## config.mk

```make
export PLATFORM = sky130hd
export DESIGN_NAME = tx_readout_ctrl
export DESIGN_NICKNAME = d
export VERILOG_FILES = /design/src/rtl/tx_readout_ctrl.sv
export SDC_FILE = /design/constraint.sdc
export NUM_CORES = 1
export LEC_CHECK = 0
export ABC_AREA = 0
export BUFFER_PORTS_ARGS = -buffer_cell sky130_fd_sc_hd__buf_2
export CORE_UTILIZATION = 57
export DETAILED_ROUTE_END_ITERATION = 16
export PLACE_DENSITY = 0.81
export SYNTH_ARGS = -nofsm -noshare
export SYNTH_HDL_FRONTEND = slang
export SYNTH_SLANG_ARGS = --single-unit
export TNS_END_PERCENT = 10
```

## constraint.sdc

```tcl
create_clock -name sclk -period 4.6 [get_ports sclk]
set_clock_uncertainty 0.1 [all_clocks]
set_input_delay 0.46 -clock sclk [delete_from_list [all_inputs] [get_ports sclk]]
set_output_delay 0.46 -clock sclk [all_outputs]
set_load 0.03 [all_outputs]
```

## src/rtl/tx_readout_ctrl.sv

```systemverilog
// tx_readout_ctrl: sequences readout of the feature transmit buffer.
// A start request snapshots the buffer word count, drains exactly that many
// words through a 1-cycle-latency read port and emits them as packets of at
// most MAX_BURST beats on a valid/ready stream, with IFG_CYCLES idle cycles
// between packets.
// Optional feature: define TX_READOUT_HDR_EN to prefix every packet with one
// header beat {16'hA55A, packet index, payload length, 16'h0000}.
module tx_readout_ctrl #(
  parameter int DATA_W     = 64,
  parameter int CNT_W      = 13,
  parameter int MAX_BURST  = 256,
  parameter int IFG_CYCLES = 12
) (
  input  logic              sclk,
  input  logic              s_rst_n,
  input  logic              start,
  output logic              read_start,
  input  logic [CNT_W-1:0]  buffer_data_count,
  output logic              buffer_rd_en,
  input  logic [DATA_W-1:0] buffer_rd_data,
  output logic [DATA_W-1:0] m_data,
  output logic              m_valid,
  output logic              m_last,
  input  logic              m_ready,
  output logic              busy,
  output logic              done
);

  localparam logic [CNT_W-1:0] MAX_B = CNT_W'(MAX_BURST);
  localparam int GAP_W = (IFG_CYCLES > 1) ? $clog2(IFG_CYCLES + 1) : 1;

  typedef enum logic [2:0] {IDLE, SNAP, LOAD, SEND, GAP, FIN} stateT;

  stateT             r_state;
  logic [CNT_W-1:0]  r_total;
  logic [CNT_W-1:0]  r_rdLeft;
  logic [GAP_W-1:0]  r_gapCnt;
  logic              r_readStart;
  logic              r_done;
  logic              r_busy;
  logic              r_inflight;
  logic              r_inflightLast;
  logic [DATA_W-1:0] r_bufData [2];
  logic              r_bufLast [2];
  logic [1:0]        r_occ;

  logic              w_pop;
  logic              w_rdEn;
  logic              w_pktEnd;
  logic              w_push;
  logic              w_pushLast;
  logic              w_wrIdx;
  logic              w_hdrPush;
  logic [2:0]        w_level;
  logic [CNT_W-1:0]  w_firstPkt;
  logic [CNT_W-1:0]  w_nextPkt;
  logic [DATA_W-1:0] w_pushData;
  logic [DATA_W-1:0] w_hdrData;

  // r_total holds words not yet allotted to a packet, so the next packet
  // length is simply the smaller of that and the burst limit.
  assign w_firstPkt = (buffer_data_count > MAX_B) ? MAX_B : buffer_data_count;
  assign w_nextPkt  = (r_total > MAX_B) ? MAX_B : r_total;

  assign m_valid = (r_occ != 2'd0);
  assign m_data  = r_bufData[0];
  assign m_last  = r_bufLast[0];
  assign w_pop   = m_valid & m_ready;

  // Words held plus the one in flight must stay below two after this
  // cycle's pop, so a read issued now always has a slot to land in.
  assign w_level      = 3'(r_occ) + 3'(r_inflight) - 3'(w_pop);
  assign w_rdEn       = (r_state == SEND) && (r_rdLeft != '0) && (w_level < 3'd2);
  assign buffer_rd_en = w_rdEn;
  assign w_pktEnd     = (r_state == SEND) && w_pop && m_last;

  assign read_start = r_readStart;
  assign done       = r_done;
  assign busy       = r_busy;

`ifdef TX_READOUT_HDR_EN
  logic [15:0]      r_pktIdx;
  logic             w_enterSend;
  logic [CNT_W-1:0] w_enterLen;
  logic [15:0]      w_hdrIdx;

  // Detect every transition into SEND, which is where a header is due.
  always_comb begin
    w_enterSend = 1'b0;
    w_enterLen  = w_nextPkt;
    if ((r_state == LOAD) && (buffer_data_count != '0)) begin
      w_enterSend = 1'b1;
      w_enterLen  = w_firstPkt;
    end else if ((r_state == GAP) && (r_gapCnt == GAP_W'(1))) begin
      w_enterSend = 1'b1;
    end else if (w_pktEnd && (r_total != '0) && (IFG_CYCLES == 0)) begin
      w_enterSend = 1'b1;
    end
  end

  assign w_hdrIdx  = (r_state == LOAD) ? 16'd0 : r_pktIdx;
  assign w_hdrPush = w_enterSend;
  assign w_hdrData = DATA_W'({16'hA55A, w_hdrIdx, 16'(w_enterLen), 16'h0000});

  // Packet index for the next header; restarts at zero for every drain.
  always_ff @(posedge sclk or negedge s_rst_n) begin
    if (!s_rst_n) begin
      r_pktIdx <= 16'd0;
    end else if (w_hdrPush) begin
      r_pktIdx <= w_hdrIdx + 16'd1;
    end
  end
`else
  assign w_hdrPush = 1'b0;
  assign w_hdrData = '0;
`endif

  // Header pushes only happen when nothing is in flight, so the two push
  // sources never collide.
  assign w_push     = r_inflight | w_hdrPush;
  assign w_pushData = r_inflight ? buffer_rd_data : w_hdrData;
  assign w_pushLast = r_inflight & r_inflightLast;
  assign w_wrIdx    = (r_occ == 2'd2) || ((r_occ == 2'd1) && !w_pop);

  // Control FSM: snapshot, packet sizing, inter-packet gap and completion.
  always_ff @(posedge sclk or negedge s_rst_n) begin
    if (!s_rst_n) begin
      r_state     <= IDLE;
      r_total     <= '0;
      r_rdLeft    <= '0;
      r_gapCnt    <= '0;
      r_readStart <= 1'b0;
      r_done      <= 1'b0;
      r_busy      <= 1'b0;
    end else begin
      r_readStart <= 1'b0;
      r_done      <= 1'b0;
      case (r_state)
        IDLE: begin
          if (start) begin
            r_state     <= SNAP;
            r_readStart <= 1'b1;
            r_busy      <= 1'b1;
          end
        end
        SNAP: begin
          r_state <= LOAD;
        end
        LOAD: begin
          if (buffer_data_count == '0) begin
            r_state <= FIN;
            r_done  <= 1'b1;
          end else begin
            r_total  <= buffer_data_count - w_firstPkt;
            r_rdLeft <= w_firstPkt;
            r_state  <= SEND;
          end
        end
        SEND: begin
          if (w_rdEn) begin
            r_rdLeft <= r_rdLeft - 1'b1;
          end
          if (w_pktEnd) begin
            if (r_total != '0) begin
              if (IFG_CYCLES > 0) begin
                r_state  <= GAP;
                r_gapCnt <= GAP_W'(IFG_CYCLES);
              end else begin
                r_rdLeft <= w_nextPkt;
                r_total  <= r_total - w_nextPkt;
              end
            end else begin
              r_state <= FIN;
              r_done  <= 1'b1;
            end
          end
        end
        GAP: begin
          if (r_gapCnt == GAP_W'(1)) begin
            r_rdLeft <= w_nextPkt;
            r_total  <= r_total - w_nextPkt;
            r_state  <= SEND;
          end else begin
            r_gapCnt <= r_gapCnt - 1'b1;
          end
        end
        FIN: begin
          r_state <= IDLE;
          r_busy  <= 1'b0;
        end
        default: begin
          r_state <= IDLE;
          r_busy  <= 1'b0;
        end
      endcase
    end
  end

  // Track the single outstanding read and whether it closes the packet.
  always_ff @(posedge sclk or negedge s_rst_n) begin
    if (!s_rst_n) begin
      r_inflight     <= 1'b0;
      r_inflightLast <= 1'b0;
    end else begin
      r_inflight     <= w_rdEn;
      r_inflightLast <= w_rdEn && (r_rdLeft == CNT_W'(1));
    end
  end

  // Two-entry holding buffer; entry 0 is always the beat on the stream.
  always_ff @(posedge sclk or negedge s_rst_n) begin
    if (!s_rst_n) begin
      for (int i = 0; i < 2; i++) begin
        r_bufData[i] <= '0;
        r_bufLast[i] <= 1'b0;
      end
      r_occ <= 2'd0;
    end else begin
      if (w_pop) begin
        r_bufData[0] <= r_bufData[1];
        r_bufLast[0] <= r_bufLast[1];
      end
      if (w_push) begin
        r_bufData[w_wrIdx] <= w_pushData;
        r_bufLast[w_wrIdx] <= w_pushLast;
      end
      r_occ <= r_occ + 2'(w_push) - 2'(w_pop);
    end
  end

endmodule

```

==> results.md, run 1 <==
- Via/cell ratio: 5.81
- DRC Markers: 0
- Number of enable-type register cells in the synthesized netlist: 0
- Predominant post-synthesis flop cell: dfrtp_1
- Library cell used as clock root buffer: clkbuf_16
- Setup tns final: 0 ns
- Setup slack, reg-to-reg: 1.32 ns
- Buffers on Ports: 150
- Number of clock sinks: 170
- Die area: 15800 um^2
- Status: complete, no violations
- Slew margin rel.: 0.226
- Clock latency of the later-clocked register in the worst-skew pair: 0.43 ns
- Routability cong.: 0.855
- Post-layout util: 0.658
- Mean area per synthesized cell: 10.6 um^2
- Number of vias after detailed routing: 6264
- Setup Crit Path Kind: reg -> out
- DIE WIDTH: 126 um
- Share of the clock period used by the worst path: 0.769
- Maximum frequency from static timing analysis: 283 MHz
- Antenna Cells: 0
- Peak supply drop: 0.391 mV
- Distinct cell type count of the synthesized netlist: 74
- Final Hold Violating Endpoints: 0
- Core outline area: 14800 um^2
- Number of flip-flops and latches in the synthesized netlist: 170
- Cts bufs inserted: 17
- Setup repair after global routing missed its margin: no
- Site row count: 44
- Endpoint kind of the worst setup timing path: output pin
- Number of global-route vias before repair: 6214
- HPWL after detailed placement: 11800 um
- Number of max-cap violations: 0
- Final setup violation count: 0
- Antenna viol nets, final: 0
- Share of the yosys chip area belonging to registers: 0.487
- Total global routing overflow: 0
- Yosys warns: 0
- Final Net Count: 972
- Worst-path clk slew: 0.06 ns
- Final wirelength: 18000 um
- Worst R2R End: r_rdLeft[12]
- Crit path DAT: 2.98 ns
- Number of antenna violations at the first check in global routing: 0
- Layout Area Growth over Synthesis: 11.2%
- Pin count of the biggest net entering global routing: 106
- Clock tree from TritonCTS: built
- Fill cells: 1152
- DRT iter0 DRCs: 506
- Async SR Flop Fraction: 1.00
- Depth of the CTS H-tree: 4
- Cells on worst reg2reg path: 13
- Worst Max-Slew Pin Slew: 1.16 ns
- Height of the die: 126 um
- Leakage: 4.93 nW
- Wire length per cell after detailed routing: 16.7 um
- Number of hold buffers added after CTS: 0
- Netlist Area Pre-Place: 8730 um^2
- Tmin final: 3.54 ns
- Starting density of the core: 0.592
- First-pass GRT wire length: 30400 um
- Post-Synthesis Cells: 821
- Worst-path fanout max: 6
- Layout cell share with drive strength beyond 1: 0.290
- Final Max Tran Viols: 0
- Clk buf depth: 2
- Pre-Repair DR Iteration Count: 5
- Number of top-level pins: 151
- Global routing usage summed across all routing layers: 0.242
- Number of setup buffers added after CTS: 0
- Type of origin of the critical path: flop
- Power Dens Cells: 682 nW/um^2
- Gates resized, CTS repair: 0
- Data required time of the critical path: 4.04 ns
- Reg2Reg Launch Point: r_occ[1]
- Hold crit path type: in -> async
-- placed cells by master (no fill, tap or decap), drive strengths merged, types with 3 or more instances in the layout --
| cell | netlist | layout |
|---|---|---|
| a211oi | 8 | 8 |
| nor3 | 14 | 14 |
| nor3b | 4 | 4 |
| a21oi | 80 | 80 |
| a221oi | 6 | 6 |
| a31oi | 6 | 6 |
| mux2i | 66 | 66 |
| clkinv | 0 | 3 |
| a21o | 3 | 3 |
| dfrtp | 170 | 170 |
| nand2 | 21 | 21 |
| ha | 9 | 9 |
| nand3 | 6 | 6 |
| xnor2 | 3 | 3 |
| nor2 | 93 | 93 |
| o211ai | 3 | 3 |
| o21ai | 24 | 24 |
| nand2b | 3 | 3 |
| o31ai | 10 | 10 |
| o311ai | 3 | 3 |
| and3 | 4 | 4 |
| clkbuf | 31 | 22 |
| a22o | 6 | 6 |
| inv | 15 | 16 |
| or2 | 6 | 6 |
| nor4 | 11 | 11 |
| o22ai | 6 | 6 |
| bufinv | 0 | 3 |
| buf | 86 | 157 |
| or4 | 7 | 7 |
| clkinvlp | 0 | 3 |
| mux2 | 67 | 67 |
| or3b | 5 | 5 |
| or3 | 5 | 5 |
-- cells in the mapped netlist, drive strengths merged (7+ instances only) --
cell type    n  area, um^2
ha           9         113
mux2i       66         661
buf         86         603
inv         15        56.3
nand2       21        81.3
mux2        67         754
clkbuf      31         116
a21oi       80         400
nor3        14        70.1
nor4        11        90.1
a211oi       8        65.1
dfrtp      170        4250
o21ai       24         120
nor2        93         357
o31ai       10        80.1
or4          7        56.3
-- worst max-delay path: stages, from the launching register on --
cell and delay [ns]:
dfrtp_1 0.43, or2_2 0.36, nand2_4 0.08, inv_1 0.04
ha_1 0.27, inv_1 0.04, ha_1 0.18, fa_1 0.38
xnor2_1 0.13, nor2_1 0.12, and3_1 0.27, buf_2 0.25
-- worst max path at each step --
stage          startpoint           end  slack, ns
2_1_floorplan    r_occ[1]  buffer_rd_en       0.97
3_3_place_gp     r_occ[1]  r_rdLeft[12]       1.45
3_5_place_dp     r_occ[1]  r_rdLeft[12]       1.33
4_1_cts          r_occ[1]  buffer_rd_en       1.03
5_1_grt          r_occ[1]  buffer_rd_en       0.85
6_report         r_occ[1]  buffer_rd_en       1.06
-- stage by stage --
stage	hold slack, ns	cell area (um^2)	power, mW	setup slack (ns)	std cells
after floorplan	0.0644	8730	4.73	0.966	822
after global placement	0.375	9090	5.05	1.45	1046
after detailed placement	0.380	9090	5.15	1.33	1046
after CTS	0.0969	9710	6.64	1.03	1078
after global routing	0.136	9710	7.04	0.855	1078
final	0.0443	9710	6.62	1.06	1078
-- cells by family (layout without fill, tap and decap cells) --
kind of cell | Yosys count | in the layout | synth area share
and+or+nand+nor | 187 | 187 | 0.106
AOI/OAI and AO/OA | 184 | 184 | 0.136
DFF | 170 | 170 | 0.487
muxes | 133 | 133 | 0.162
buffers and inverters | 132 | 204 | 0.0889
adders and majority gates | 10 | 10 | 0.0152
xor gates and xnor gates | 4 | 4 | 0.00402
other | 1 | 2 | 0.000430
-- report_power, final --
| part | switching (mW) | internal, mW | total [mW] |
|---|---|---|---|
| sequential | 0.425 | 2.11 | 2.53 |
| clock | 0.579 | 0.898 | 1.48 |
| combinational | 1.54 | 1.08 | 2.61 |
-- cell type report --
cell class,instances,area [um^2],area share
clock buffer,22,474,0.0488
timing repair buffer,157,835,0.0860
inverter,15,56.3,0.00580
tap,184,230,0.0237
sequential,170,4250,0.438
multi-input combinational,520,3720,0.383
clock inverter,10,140,0.0144
-- metal layers --
metal | global-route usage | routed length (um) | up-vias
met2 | 0.395 | 8690 | 200
met5 | 0 | 0 | -
met1 | 0.317 | 7890 | 3032
li1 | - | - | 2996
met3 | 0.0467 | 945 | 36
met4 | 0.0999 | 490 | 0
No activity file was read; power rests on OpenSTA's default activity.
==> run 2: changes to the inputs <==
==> constraint.sdc (replaced) <==
create_clock -name sclk -period 3.3 [get_ports sclk]
set_clock_uncertainty 0.1 [all_clocks]
set_input_delay 0.33 -clock sclk [delete_from_list [all_inputs] [get_ports sclk]]
set_output_delay 0.33 -clock sclk [all_outputs]
set_load 0.03 [all_outputs]
==> results.md, run 2 (same netlist as run 1, synthesis figures left out) <==
- Cts bufs inserted: 17
- Overall power consumption: 9.23 mW
- Buffers on Ports: 150
- Height of the die: 126 um
- Total global routing overflow: 0
- Pre-Repair DR Iteration Count: 5
- Hold Crit Start: buffer_rd_data[13]
- DIE WIDTH: 126 um
- First-pass GRT wire length: 30100 um
- Reg2Reg Launch Point: r_occ[1]
- Routability cong.: 0.914
- Leakage: 5.00 nW
- Clk buf depth: 2
- Final Net Count: 985
- Clock latency of the later-clocked register in the worst-skew pair: 0.42 ns
- Commonest cells after routing, fill and taps aside: 170 x dfrtp_1, 148 x buf_2, 92 x nor2_1, 80 x a21oi_1, 66 x mux2i_1
- Library cell used as clock root buffer: clkbuf_16
- Timing startpoint of the critical path: r_occ[1]
- Final Max Tran Viols: 0
- Worst-path cell with the longest stage delay: dfrtp_1
- Die area: 15800 um^2
- Number of vias after detailed routing: 6341
- Via/cell ratio: 5.81
- Maximum frequency from static timing analysis: 312 MHz
- Setup repair after global routing missed its margin: yes
- Dominant delay contributor by cell family on the critical path: adder cells
- Peak supply drop: 0.498 mV
- DRC Markers: 0
- Worst Max-Slew Pin Slew: 1.15 ns
- Number of global-route vias before repair: 6105
- Wire length per cell after detailed routing: 16.6 um
- Crit path DAT: 2.77 ns
- Worst-path fanout max: 6
- Number of antenna violations at the first check in global routing: 0
- Final Hold Violating Endpoints: 0
- Type of origin of the critical path: flop
- Hold crit path type: in -> reg
- HPWL after detailed placement: 12600 um
- Global routing usage summed across all routing layers: 0.240
- Non-filler cells, final: 1091
- Antenna Cells: 0
- Number of buffer and inverter instances along the worst setup path: 3
- Depth of the CTS H-tree: 4
- Layout Area Growth over Synthesis: 12.4%
- Antenna viol nets, final: 0
- Most common library cell in the layout ignoring fill and taps: dfrtp_1
- Power Dens Cells: 941 nW/um^2
- Final wirelength: 18200 um
- Layout cell share with drive strength beyond 1: 0.300
- Final setup violation count: 0
- Site row count: 44
- Core outline area: 14800 um^2
- Number of top-level pins: 151
- Tmin final: 3.20 ns
- Clock tree from TritonCTS: built
- Share of the clock period used by the worst path: 0.970
- Data required time of the critical path: 2.87 ns
- Number of max-cap violations: 0
- Max incr delay on CP: 0.38 ns
- Slew margin rel.: 0.230
- Setup Crit Path Kind: reg -> out
- DRT iter0 DRCs: 294
- Placed instance count: 1058
- Pin count of the biggest net entering global routing: 66
- Number of setup buffers added after CTS: 0
- Cell Chain, Critical Path: or2_4, nand2_4, inv_1, ha_1, inv_1, ha_1, fa_1, xnor2_1, nor2_1, and3_2, clkbuf_4
- Number of clock sinks: 170
- Status: complete, no violations
- Post-layout util: 0.665
- Worst-path clk slew: 0.06 ns
- Endpoint kind of the worst setup timing path: output pin
- Fill cells: 1124
- Starting density of the core: 0.592
-- run 2: power by group --
group          total (mW)  internal, mW  switching, mW
clock                2.00          1.21          0.789
sequential           3.53          2.94          0.588
combinational        3.71          1.55           2.16
total                9.23          5.69           3.54
-- run 2: layer usage --
layer  global-route usage  up-vias  share of wire
met1                0.323     3096           0.45
met4               0.0865        0          0.017
met5                    0        -              0
li1                     -     3028              -
met2                0.387      193           0.48
met3               0.0497       24          0.053
-- run 2: path summary, 6_finish.rpt --
path	slack, ns	endpoint	cells past startpoint
setup / recovery	0.1	buffer_rd_en	11
hold / removal	0.04	flop	2
setup reg to reg	0.14	r_rdLeft[0]	12
hold reg to reg	0.39	flop	1
max in group asynchronous	1.99	r_rdLeft[2]	3
min in group asynchronous	0.36	asynchronous set/reset pin	2
-- run 2: area by class of cell --
class	instances	area (um^2)	share of cell area
multi-input cells	520	3720	0.380
clock buffers	20	447	0.0456
inverters	15	56.3	0.00574
well taps	184	230	0.0235
repair buffers	170	950	0.0968
clock inverters	12	146	0.0149
flip-flops and latches	170	4250	0.434
-- run 2: stage by stage --
stage	hold slack (ns)	setup TNS, ns	worst slack [ns]	instance area [um^2]
3_5_place_dp	0.253	0	0.166	9200
4_1_cts	0.0269	0	0.0599	9800
2_1_floorplan	-0.0656	0	0.0835	8740
5_1_grt	0.0355	-0.106	-0.0625	9810
3_3_place_gp	0.247	0	0.191	9200
6_report	0.0404	0	0.0983	9810
-- run 2: what timing repair did --
item | in CTS | in global routing
hold buffers | 1 | 0
setup endpoints to repair | 1 | 2
resized for setup | 1 | 1
endpoints found under the hold margin | 59 | 0
